**src/rtl/mem_boot_loader.sv**
```systemverilog
// Boot-time loader for the instruction and data RAMs.
// Streams words into a flat word space (inst RAM first, then data RAM), reads the
// image back, compares a mod-2^32 checksum and holds the core in stall until a
// good image is in place.
module mem_boot_loader #(
  parameter int IM_AW         = 10,
  parameter int DM_AW         = 10,
  parameter bit HOLD_AT_RESET = 1'b1
) (
  input  logic                clk,
  input  logic                rst,
  input  logic                start,
  input  logic [IM_AW+1:0]    word_cnt,
  input  logic [31:0]         exp_sum,
  input  logic                s_valid,
  output logic                s_ready,
  input  logic [31:0]         s_data,
  output logic                im_we,
  output logic [IM_AW-1:0]    im_addr,
  output logic [31:0]         im_wdata,
  input  logic [31:0]         im_rdata,
  output logic [3:0]          dm_we,
  output logic [DM_AW-1:0]    dm_addr,
  output logic [31:0]         dm_wdata,
  input  logic [31:0]         dm_rdata,
  output logic                core_hold,
  output logic                busy,
  output logic                done,
  output logic                err
);

  localparam int CW = IM_AW + 2;
  localparam logic [CW-1:0] IM_WORDS = CW'(2 ** IM_AW);
  localparam logic [CW-1:0] TOTAL    = CW'((2 ** IM_AW) + (2 ** DM_AW));

  typedef enum logic [2:0] {IDLE, LOAD, VERIFY, CHECK, DONE, ERR} state_t;

  state_t            state_q, state_d;
  logic [CW-1:0]     cnt_q, cnt_d;
  logic [31:0]       exp_q, exp_d;
  logic [CW-1:0]     idx_q, idx_d;
  logic [31:0]       sum_q, sum_d;
  logic              im_we_q, im_we_d;
  logic [IM_AW-1:0]  im_addr_q, im_addr_d;
  logic [31:0]       im_wdata_q, im_wdata_d;
  logic [3:0]        dm_we_q, dm_we_d;
  logic [DM_AW-1:0]  dm_addr_q, dm_addr_d;
  logic [31:0]       dm_wdata_q, dm_wdata_d;
  // Read-issue stage (address on the RAM bus) and read-return stage (data back)
  logic              issue_q, issue_d;
  logic              issue_dm_q, issue_dm_d;
  logic              issue_last_q, issue_last_d;
  logic              rvld_q, rvld_d;
  logic              rdm_q, rdm_d;
  logic              rlast_q, rlast_d;
  logic              busy_q, busy_d;
  logic              done_q, done_d;
  logic              err_q, err_d;
  logic              core_hold_q, core_hold_d;

  logic [CW-1:0]     cnt_in;
  logic              sel_dm;
  logic              last_idx;

  assign cnt_in   = (word_cnt > TOTAL) ? TOTAL : word_cnt;
  assign sel_dm   = (idx_q >= IM_WORDS);
  assign last_idx = (idx_q == (cnt_q - CW'(1)));

  assign s_ready   = (state_q == LOAD);
  assign im_we     = im_we_q;
  assign im_addr   = im_addr_q;
  assign im_wdata  = im_wdata_q;
  assign dm_we     = dm_we_q;
  assign dm_addr   = dm_addr_q;
  assign dm_wdata  = dm_wdata_q;
  assign core_hold = core_hold_q;
  assign busy      = busy_q;
  assign done      = done_q;
  assign err       = err_q;

  // State and registered-output flops; reset aborts any load in progress
  always_ff @(posedge clk or negedge rst) begin
    if (!rst) begin
      state_q      <= IDLE;
      cnt_q        <= '0;
      exp_q        <= '0;
      idx_q        <= '0;
      sum_q        <= '0;
      im_we_q      <= 1'b0;
      im_addr_q    <= '0;
      im_wdata_q   <= '0;
      dm_we_q      <= '0;
      dm_addr_q    <= '0;
      dm_wdata_q   <= '0;
      issue_q      <= 1'b0;
      issue_dm_q   <= 1'b0;
      issue_last_q <= 1'b0;
      rvld_q       <= 1'b0;
      rdm_q        <= 1'b0;
      rlast_q      <= 1'b0;
      busy_q       <= 1'b0;
      done_q       <= 1'b0;
      err_q        <= 1'b0;
      core_hold_q  <= HOLD_AT_RESET;
    end else begin
      state_q      <= state_d;
      cnt_q        <= cnt_d;
      exp_q        <= exp_d;
      idx_q        <= idx_d;
      sum_q        <= sum_d;
      im_we_q      <= im_we_d;
      im_addr_q    <= im_addr_d;
      im_wdata_q   <= im_wdata_d;
      dm_we_q      <= dm_we_d;
      dm_addr_q    <= dm_addr_d;
      dm_wdata_q   <= dm_wdata_d;
      issue_q      <= issue_d;
      issue_dm_q   <= issue_dm_d;
      issue_last_q <= issue_last_d;
      rvld_q       <= rvld_d;
      rdm_q        <= rdm_d;
      rlast_q      <= rlast_d;
      busy_q       <= busy_d;
      done_q       <= done_d;
      err_q        <= err_d;
      core_hold_q  <= core_hold_d;
    end
  end

  // Next-state logic
  always_comb begin
    state_d = state_q;
    case (state_q)
      IDLE:    if (start) state_d = (cnt_in == '0) ? DONE : LOAD;
      LOAD:    if (s_valid && last_idx) state_d = VERIFY;
      VERIFY:  if (rvld_q && rlast_q) state_d = CHECK;
      CHECK:   state_d = (sum_q == exp_q) ? DONE : ERR;
      DONE:    state_d = IDLE;
      ERR:     state_d = IDLE;
      default: state_d = IDLE;
    endcase
  end

  // Output and datapath logic: strobes default low, everything else holds
  always_comb begin
    cnt_d        = cnt_q;
    exp_d        = exp_q;
    idx_d        = idx_q;
    sum_d        = sum_q;
    im_we_d      = 1'b0;
    im_addr_d    = im_addr_q;
    im_wdata_d   = im_wdata_q;
    dm_we_d      = 4'h0;
    dm_addr_d    = dm_addr_q;
    dm_wdata_d   = dm_wdata_q;
    issue_d      = 1'b0;
    issue_dm_d   = issue_dm_q;
    issue_last_d = 1'b0;
    rvld_d       = issue_q;
    rdm_d        = issue_dm_q;
    rlast_d      = issue_last_q;
    busy_d       = busy_q;
    done_d       = 1'b0;
    err_d        = err_q;
    core_hold_d  = core_hold_q;
    case (state_q)
      IDLE: begin
        if (start) begin
          cnt_d       = cnt_in;
          exp_d       = exp_sum;
          idx_d       = '0;
          sum_d       = '0;
          core_hold_d = 1'b1;
          err_d       = 1'b0;
          busy_d      = (cnt_in != '0);
        end
      end
      LOAD: begin
        if (s_valid) begin
          if (!sel_dm) begin
            im_we_d    = 1'b1;
            im_addr_d  = idx_q[IM_AW-1:0];
            im_wdata_d = s_data;
          end else begin
            dm_we_d    = 4'hF;
            dm_addr_d  = DM_AW'(idx_q - IM_WORDS);
            dm_wdata_d = s_data;
          end
          // idx is reused as the read index once the last word is written
          idx_d = last_idx ? '0 : idx_q + CW'(1);
        end
      end
      VERIFY: begin
        if (idx_q < cnt_q) begin
          issue_d      = 1'b1;
          issue_dm_d   = sel_dm;
          issue_last_d = last_idx;
          if (!sel_dm) im_addr_d = idx_q[IM_AW-1:0];
          else         dm_addr_d = DM_AW'(idx_q - IM_WORDS);
          idx_d = idx_q + CW'(1);
        end
        if (rvld_q) sum_d = sum_q + (rdm_q ? dm_rdata : im_rdata);
      end
      DONE: begin
        done_d      = 1'b1;
        busy_d      = 1'b0;
        core_hold_d = 1'b0;
      end
      ERR: begin
        err_d  = 1'b1;
        busy_d = 1'b0;
      end
      default: ;
    endcase
  end

endmodule

```
**config.mk**
```make
export PLATFORM = sky130hd
export DESIGN_NAME = mem_boot_loader
export DESIGN_NICKNAME = d
export VERILOG_FILES = /design/src/rtl/mem_boot_loader.sv
export SDC_FILE = /design/constraint.sdc
export NUM_CORES = 1
export LEC_CHECK = 0
export BUFFER_PORTS_ARGS = -buffer_cell sky130_fd_sc_hd__buf_2
export CORE_ASPECT_RATIO = 0.75
export CORE_MARGIN = 2
export CORE_UTILIZATION = 40
export CTS_BUF_LIST = sky130_fd_sc_hd__clkbuf_2 sky130_fd_sc_hd__clkbuf_4 sky130_fd_sc_hd__clkbuf_8
export CTS_CLUSTER_SIZE = 12
export DETAILED_ROUTE_END_ITERATION = 16
export HOLD_SLACK_MARGIN = 0.08
export PLACE_DENSITY = 0.7
export SYNTH_ARGS = -nofsm -noshare
export SYNTH_HDL_FRONTEND = slang
export SYNTH_SLANG_ARGS = --single-unit
```
**constraint.sdc**
```tcl
create_clock -name clk -period 4.1 [get_ports clk]
set_input_delay 0.615 -clock clk [delete_from_list [all_inputs] [get_ports clk]]
set_output_delay 0.615 -clock clk [all_outputs]
set_load 0.02 [all_outputs]
```
Word-level counts from Yosys, hierarchy flattened
Cells that the tools add are included.
{"block": "word_totals", "in_bits": 144, "elab_cells": 106, "output_inout_bits": 94, "reg_bits": 190}
{"block": "op_classes", "n_lt_le_gt_ge": 3, "mux": 41, "n_reduce_logical": 23, "addsub": 4, "eq_ne": 13, "n_bitwise": 1}
{"operator": "$mux 32", "count": 3}
{"operator": "$pmux 32 s2", "count": 1}
{"operator": "$mux 10", "count": 6}
{"operator": "$mux 12", "count": 5}
{"operator": "$pmux 10 s2", "count": 2}
{"operator": "$pmux 12 s3", "count": 1}
{"operator": "$add 32x32->32", "count": 1}
{"operator": "$eq 32x32->1", "count": 1}
{"operator": "$reduce_and 3->1", "count": 5}
{"operator": "$add 12x1->12 const B", "count": 1}
{"operator": "$eq 12x12->1", "count": 1}
{"operator": "$ge 12x11->1 const B", "count": 1}
{"operator": "$gt 12x12->1 const B", "count": 1}
{"operator": "$logic_not 12->1", "count": 1}
{"operator": "$lt 12x12->1", "count": 1}
{"operator": "$mux 1", "count": 12}
{"operator": "$mux 3", "count": 4}
{"operator": "$mux 4", "count": 3}
{"operator": "$pmux 3 s4", "count": 1}
{"operator": "$reduce_bool 12->1", "count": 1}
{"operator": "$sub 12x1->12 const B", "count": 1}
{"operator": "$ne 2x2->1 const B", "count": 5}
{"operator": "$reduce_and 2->1", "count": 5}
{"operator": "$reduce_bool 2->1", "count": 5}
{"operator": "other kinds (12)", "count": 17}

Logic depth before layout (Yosys ltp)
{"block": "depth", "ltp_word": 6, "mapped_depth": 13, "depth_no_buf": 11}

Least setup slack after synthesis
Ideal clock, no wire load.
{"block": "synth_timing", "path_type": "reg2reg", "from": "register rdm_q", "to": "register sum_q[24]", "arrival_time_ps": 3265, "path_buffers": 3, "setup_time_ps": 134, "slack_ps": 701, "required_ps": 3966, "path_stages_with_launch": 14, "synth_period_minus_slack_ps": 3399, "path_cell_list": "dfrtp_1 > clkbuf_1 > buf_1 > mux2_2 > ha_1 > clkbuf_1 > o21a_1 > o21ai_0 > or3_1 > o21ai_0 > a21o_1 > a31o_2 > xnor2_1 > o21ai_0"}
{"block": "synth_via", "elab_chain_len": 4}
{"element": "start, declared", "line_no": "54", "source": "logic rdm_q, rdm_d;"}
{"element": "start signal, assigned", "line_no": "121", "source": "rdm_q <= rdm_d;"}
{"element": "$mux 32", "line_no": "202", "source": "if (rvld_q) sum_d = sum_q + (rdm_q ? dm_rdata : im_rdata);"}
{"element": "$add 32x32->32", "line_no": "202"}
{"element": "$mux 32", "line_no": "202"}
{"element": "$pmux 32 s2", "line_no": "166", "source": "case (state_q)"}
{"element": "end signal, assigned", "line_no": "110", "source": "sum_q <= sum_d;"}
{"element": "end, declared", "line_no": "42", "source": "logic [31:0] sum_q, sum_d;"}
No other way between the ends. The select of a mux whose other input is x is not followed.
A chain may end at the register's enable or synchronous reset.

Worst setup path in the final report
{"block": "layout_timing", "from": "register rdm_q", "to": "register sum_q[30]"}
The elaborated chain is that of the path after synthesis.

==> results summary <==
The floorplan has 50 rows. Detailed placement finished with a half-perimeter wire length of 20.2 mm. Among all flip-flop cells after synthesis, the most frequent one is sky130_fd_sc_hd__dfrtp_1. The final count of pins violating max slew is 0. The via count of the routed design is 8,344. The clock tree synthesis step divided the H-tree into 4 levels. The launching element type of the critical path is a flip-flop. The clock latency at the later pin of the worst-skew pair is roughly 500 ps.

The register bit total from synthesis came out at between 150 and 200. The sequential cell area fraction in the yosys report is between 40% and 50%. The die outline area is 27,000 um^2. In this run the static leakage power is 6.00 nW.

Timing would allow up to 267 MHz. The setup TNS after final layout came out at 0 ps. STA puts the critical path data required time at between 4000 and 5000 ps. The worst slack at placement came out at 304 ps. The total of buffers placed on input and output ports came out at 237. After layout, the worst path uses 91.4% of the clock period. The die is 143 um tall. The cell type with the highest aggregate area in the netlist is sky130_fd_sc_hd__dfrtp_1.

The via count of the first global-routing pass came out at 8,101. Total power for the finished layout comes to 0.00770 W. The starting utilization of the core area came out at 41.0%. Global routing consumed, over all layers together, approximately 20% of the routing resources. The netlist area before placement is 10,300 um^2. After layout, the worst setup slack is 353 ps.

The distinct cell type count after synthesis came out at 63. The total congestion overflow after global routing came out at 0. The largest fanout on the critical path is 14. The area of placed instances came out at 11,800 um^2. The final-report setup violation count is 0. The run finished with clean final reports. The yosys synthesis warning count is 0. The number of antenna violations at the first check in global routing came to 0. The share of cells above drive strength 1 is 33.9%. roughly 240 I/O pins were placed. The final count of hold timing violations was 0. Across the VDD grid, the largest voltage drop is 0.000496 V. The cell count after placement came out at 1,552. The share of synthesized area in the top cell type comes to between 40 and 50%. The net count of the finished layout is 1,424.

The min-delay analysis places its worst path in the category in2reg. The routed length per instance came out at 17.0 um. The largest net degree at the start of global routing came out at 102. The detail route stage leaves a number of antenna-violating nets equal to 0. The number of search-and-repair iterations in the first detailed-routing pass is 5. The number of max-cap violations came out at 0. The first global-routing pass estimated about 43 mm of wire. In the layout the commonest cells are sky130_fd_sc_hd__buf_2 (236), sky130_fd_sc_hd__dfrtp_1 (186), sky130_fd_sc_hd__nand2_1 (137). STA classifies the critical path endpoint as a flip-flop. The share of async-settable or async-resettable flops after synthesis is 100%. Headroom to the max-slew limit came out at 21.9%. Yosys attributes the largest share of cell area to sky130_fd_sc_hd__dfrtp_1 (45%), sky130_fd_sc_hd__mux2_2 (13%), sky130_fd_sc_hd__ha_1 (5.5%), sky130_fd_sc_hd__nand2_1 (5.0%), sky130_fd_sc_hd__xor2_1 (3.4%). The number of enable-type register cells in the synthesized netlist came out at 0.

The floorplan die width is 189 um. For the finished layout, the period the worst path requires is about 3700 ps. The count of cells in the finished layout, fillers not included, comes to 1,585. The clock arrives with 18.6 ps of skew. The critical path is of the reg2reg type. The region available for standard cell placement spans 25,100 um^2. The repair_antennas step left the layout with diodes totalling 0. Setup repair after global routing left no endpoint under its margin. The buffer levels on the longest clock path came out at 2. The weighted congestion reported at the end of routability-driven placement came out at 0.927. The synthesized area per cell came out at 10.2 um^2.

The post-synthesis net count came out at about 1,200. STA puts the critical path data arrival time at 4160 ps. The cell sitting at the root of the clock tree is a sky130_fd_sc_hd__clkbuf_8. The count of unresolved DRC violations after routing is 0.

The tree built by TritonCTS fans out to 187 sinks. The total wire length is around 27 mm. The final instance area came out at 12,200 um^2. The clock transition at the registers of the reported paths is roughly 110 ps. Relative to the synthesized area, the layout overhead comes to 19.2%. The cell count after synthesis is 1,010. The layout filler cell count came out at 2,369. Leaving out fill and tap cells, the most frequent cell in the layout is sky130_fd_sc_hd__buf_2. The via-per-instance ratio is 5.26. The number of buffers created by CTS came out at 17. The power density relative to cell area came out at 629 nW/um^2. The slew of the pin with the lowest slew margin came out at 1170 ps. TritonCTS built the clock tree.

The first routing iteration left roughly 570 violations.
==> routing by layer <==
layer  global-route usage, %  wire, um  vias up
met5                       0         0        -
met4                    5.10       310        0
met3                    5.85      2020       24
met2                    29.5     11400      278
met1                    29.6     13200     4005
li1                        -         -     4037
==> flip-flops by register name (all words and copies together), names as in the netlist, 10 cells and up <==
name and flops:
cnt_q 12, dm_addr 10, dm_wdata 32, exp_q 32, idx_q 12, im_addr 10, im_wdata 32, sum_q 32
==> cell families (layout without fill, tap and decap cells) <==
group	after synthesis	after routing	share of synthesized area, %
multiplexers	120	120	13.1
adder cells (fa/ha/maj)	46	46	5.68
AND/OR/NAND/NOR	315	315	14.9
AO/OA/AOI/OAI	194	194	11.8
flip-flops	187	187	45.6
XOR/XNOR	70	70	5.97
buffers and inverters	78	315	3.00
==> critical path, cell delays in order, from the launching register on <==
cell                      delay [ps]
sky130_fd_sc_hd__dfrtp_1         560
sky130_fd_sc_hd__buf_4           300
sky130_fd_sc_hd__mux2_2          400
sky130_fd_sc_hd__fa_1            440
sky130_fd_sc_hd__a21o_1          190
sky130_fd_sc_hd__a21o_1          200
sky130_fd_sc_hd__a31oi_1         440
sky130_fd_sc_hd__o21ai_0         290
sky130_fd_sc_hd__a21o_1          300
sky130_fd_sc_hd__a211o_1         300
sky130_fd_sc_hd__xnor2_1         120
sky130_fd_sc_hd__o21ai_0         130
==> path summary, 6_finish.rpt <==
check / startpoint / to / slack, ps / cells past startpoint
max: rdm_q / sum_q[30] / 350 / 11
min: s_data[27] / im_wdata[27] / 320 / 3
max reg2reg: rdm_q / sum_q[30] / 350 / 11
min reg2reg: issue_last_q / rlast_q / 350 / 0
max in group asynchronous: rst / im_wdata[15] / 2500 / 3
min in group asynchronous: rst / exp_q[4] / 550 / 2
==> power by group <==
part           internal (W)  total [W]  leakage, nW  switching [W]
combinational       0.00145    0.00339         3.45        0.00194
clock              0.000454    0.00124        0.190       0.000782
sequential          0.00252    0.00307         2.36       0.000547
total               0.00443    0.00770         6.00        0.00327
==> per-stage QoR <==
stage | hold slack, ps | utilization (%)
3_5_place_dp | 337 | 47.2
4_1_cts | 287 | 48.8
2_1_floorplan | 319 | -
3_3_place_gp | 333 | 47.2
5_1_grt | 289 | 48.8
6_report | 323 | 48.8
==> timing repair <==
action	CTS	global route
gates resized for setup	0	2
buffers inserted	0	0
setup endpoints to repair	0	3
hold buffers	1	0
hold endpoints to repair	27	0
==> final cells by class <==
type                    count  area (um^2)  area share, %
multi-input cells         745         5310           43.3
flip-flops and latches    187         4680           38.2
clock buffers              17          234           1.91
repair buffers            256         1350           11.0
clock inverters            15          151           1.24
inverters                  27          101          0.827
well taps                 338          423           3.45
==> synthesized netlist by cell type (4+ instances only) <==
library cell,number
sky130_fd_sc_hd__a21o_1,13
sky130_fd_sc_hd__a21oi_1,54
sky130_fd_sc_hd__a22o_1,5
sky130_fd_sc_hd__a31o_2,4
sky130_fd_sc_hd__a31oi_1,6
sky130_fd_sc_hd__and2_1,7
sky130_fd_sc_hd__and3_1,6
sky130_fd_sc_hd__buf_1,4
sky130_fd_sc_hd__clkbuf_1,41
sky130_fd_sc_hd__dfrtp_1,186
sky130_fd_sc_hd__ha_1,45
sky130_fd_sc_hd__inv_1,27
sky130_fd_sc_hd__mux2_2,117
sky130_fd_sc_hd__nand2_1,138
sky130_fd_sc_hd__nand2b_1,12
sky130_fd_sc_hd__nand3_1,51
sky130_fd_sc_hd__nand4_1,8
sky130_fd_sc_hd__nor2_1,25
sky130_fd_sc_hd__nor2b_1,9
sky130_fd_sc_hd__nor3_1,15
sky130_fd_sc_hd__nor4_1,16
sky130_fd_sc_hd__o21a_1,5
sky130_fd_sc_hd__o21ai_0,62
sky130_fd_sc_hd__o31ai_1,15
sky130_fd_sc_hd__or3_1,4
sky130_fd_sc_hd__or4_1,10
sky130_fd_sc_hd__xnor2_1,30
sky130_fd_sc_hd__xor2_1,40
Note: power is estimated with default switching activity, not from simulation.
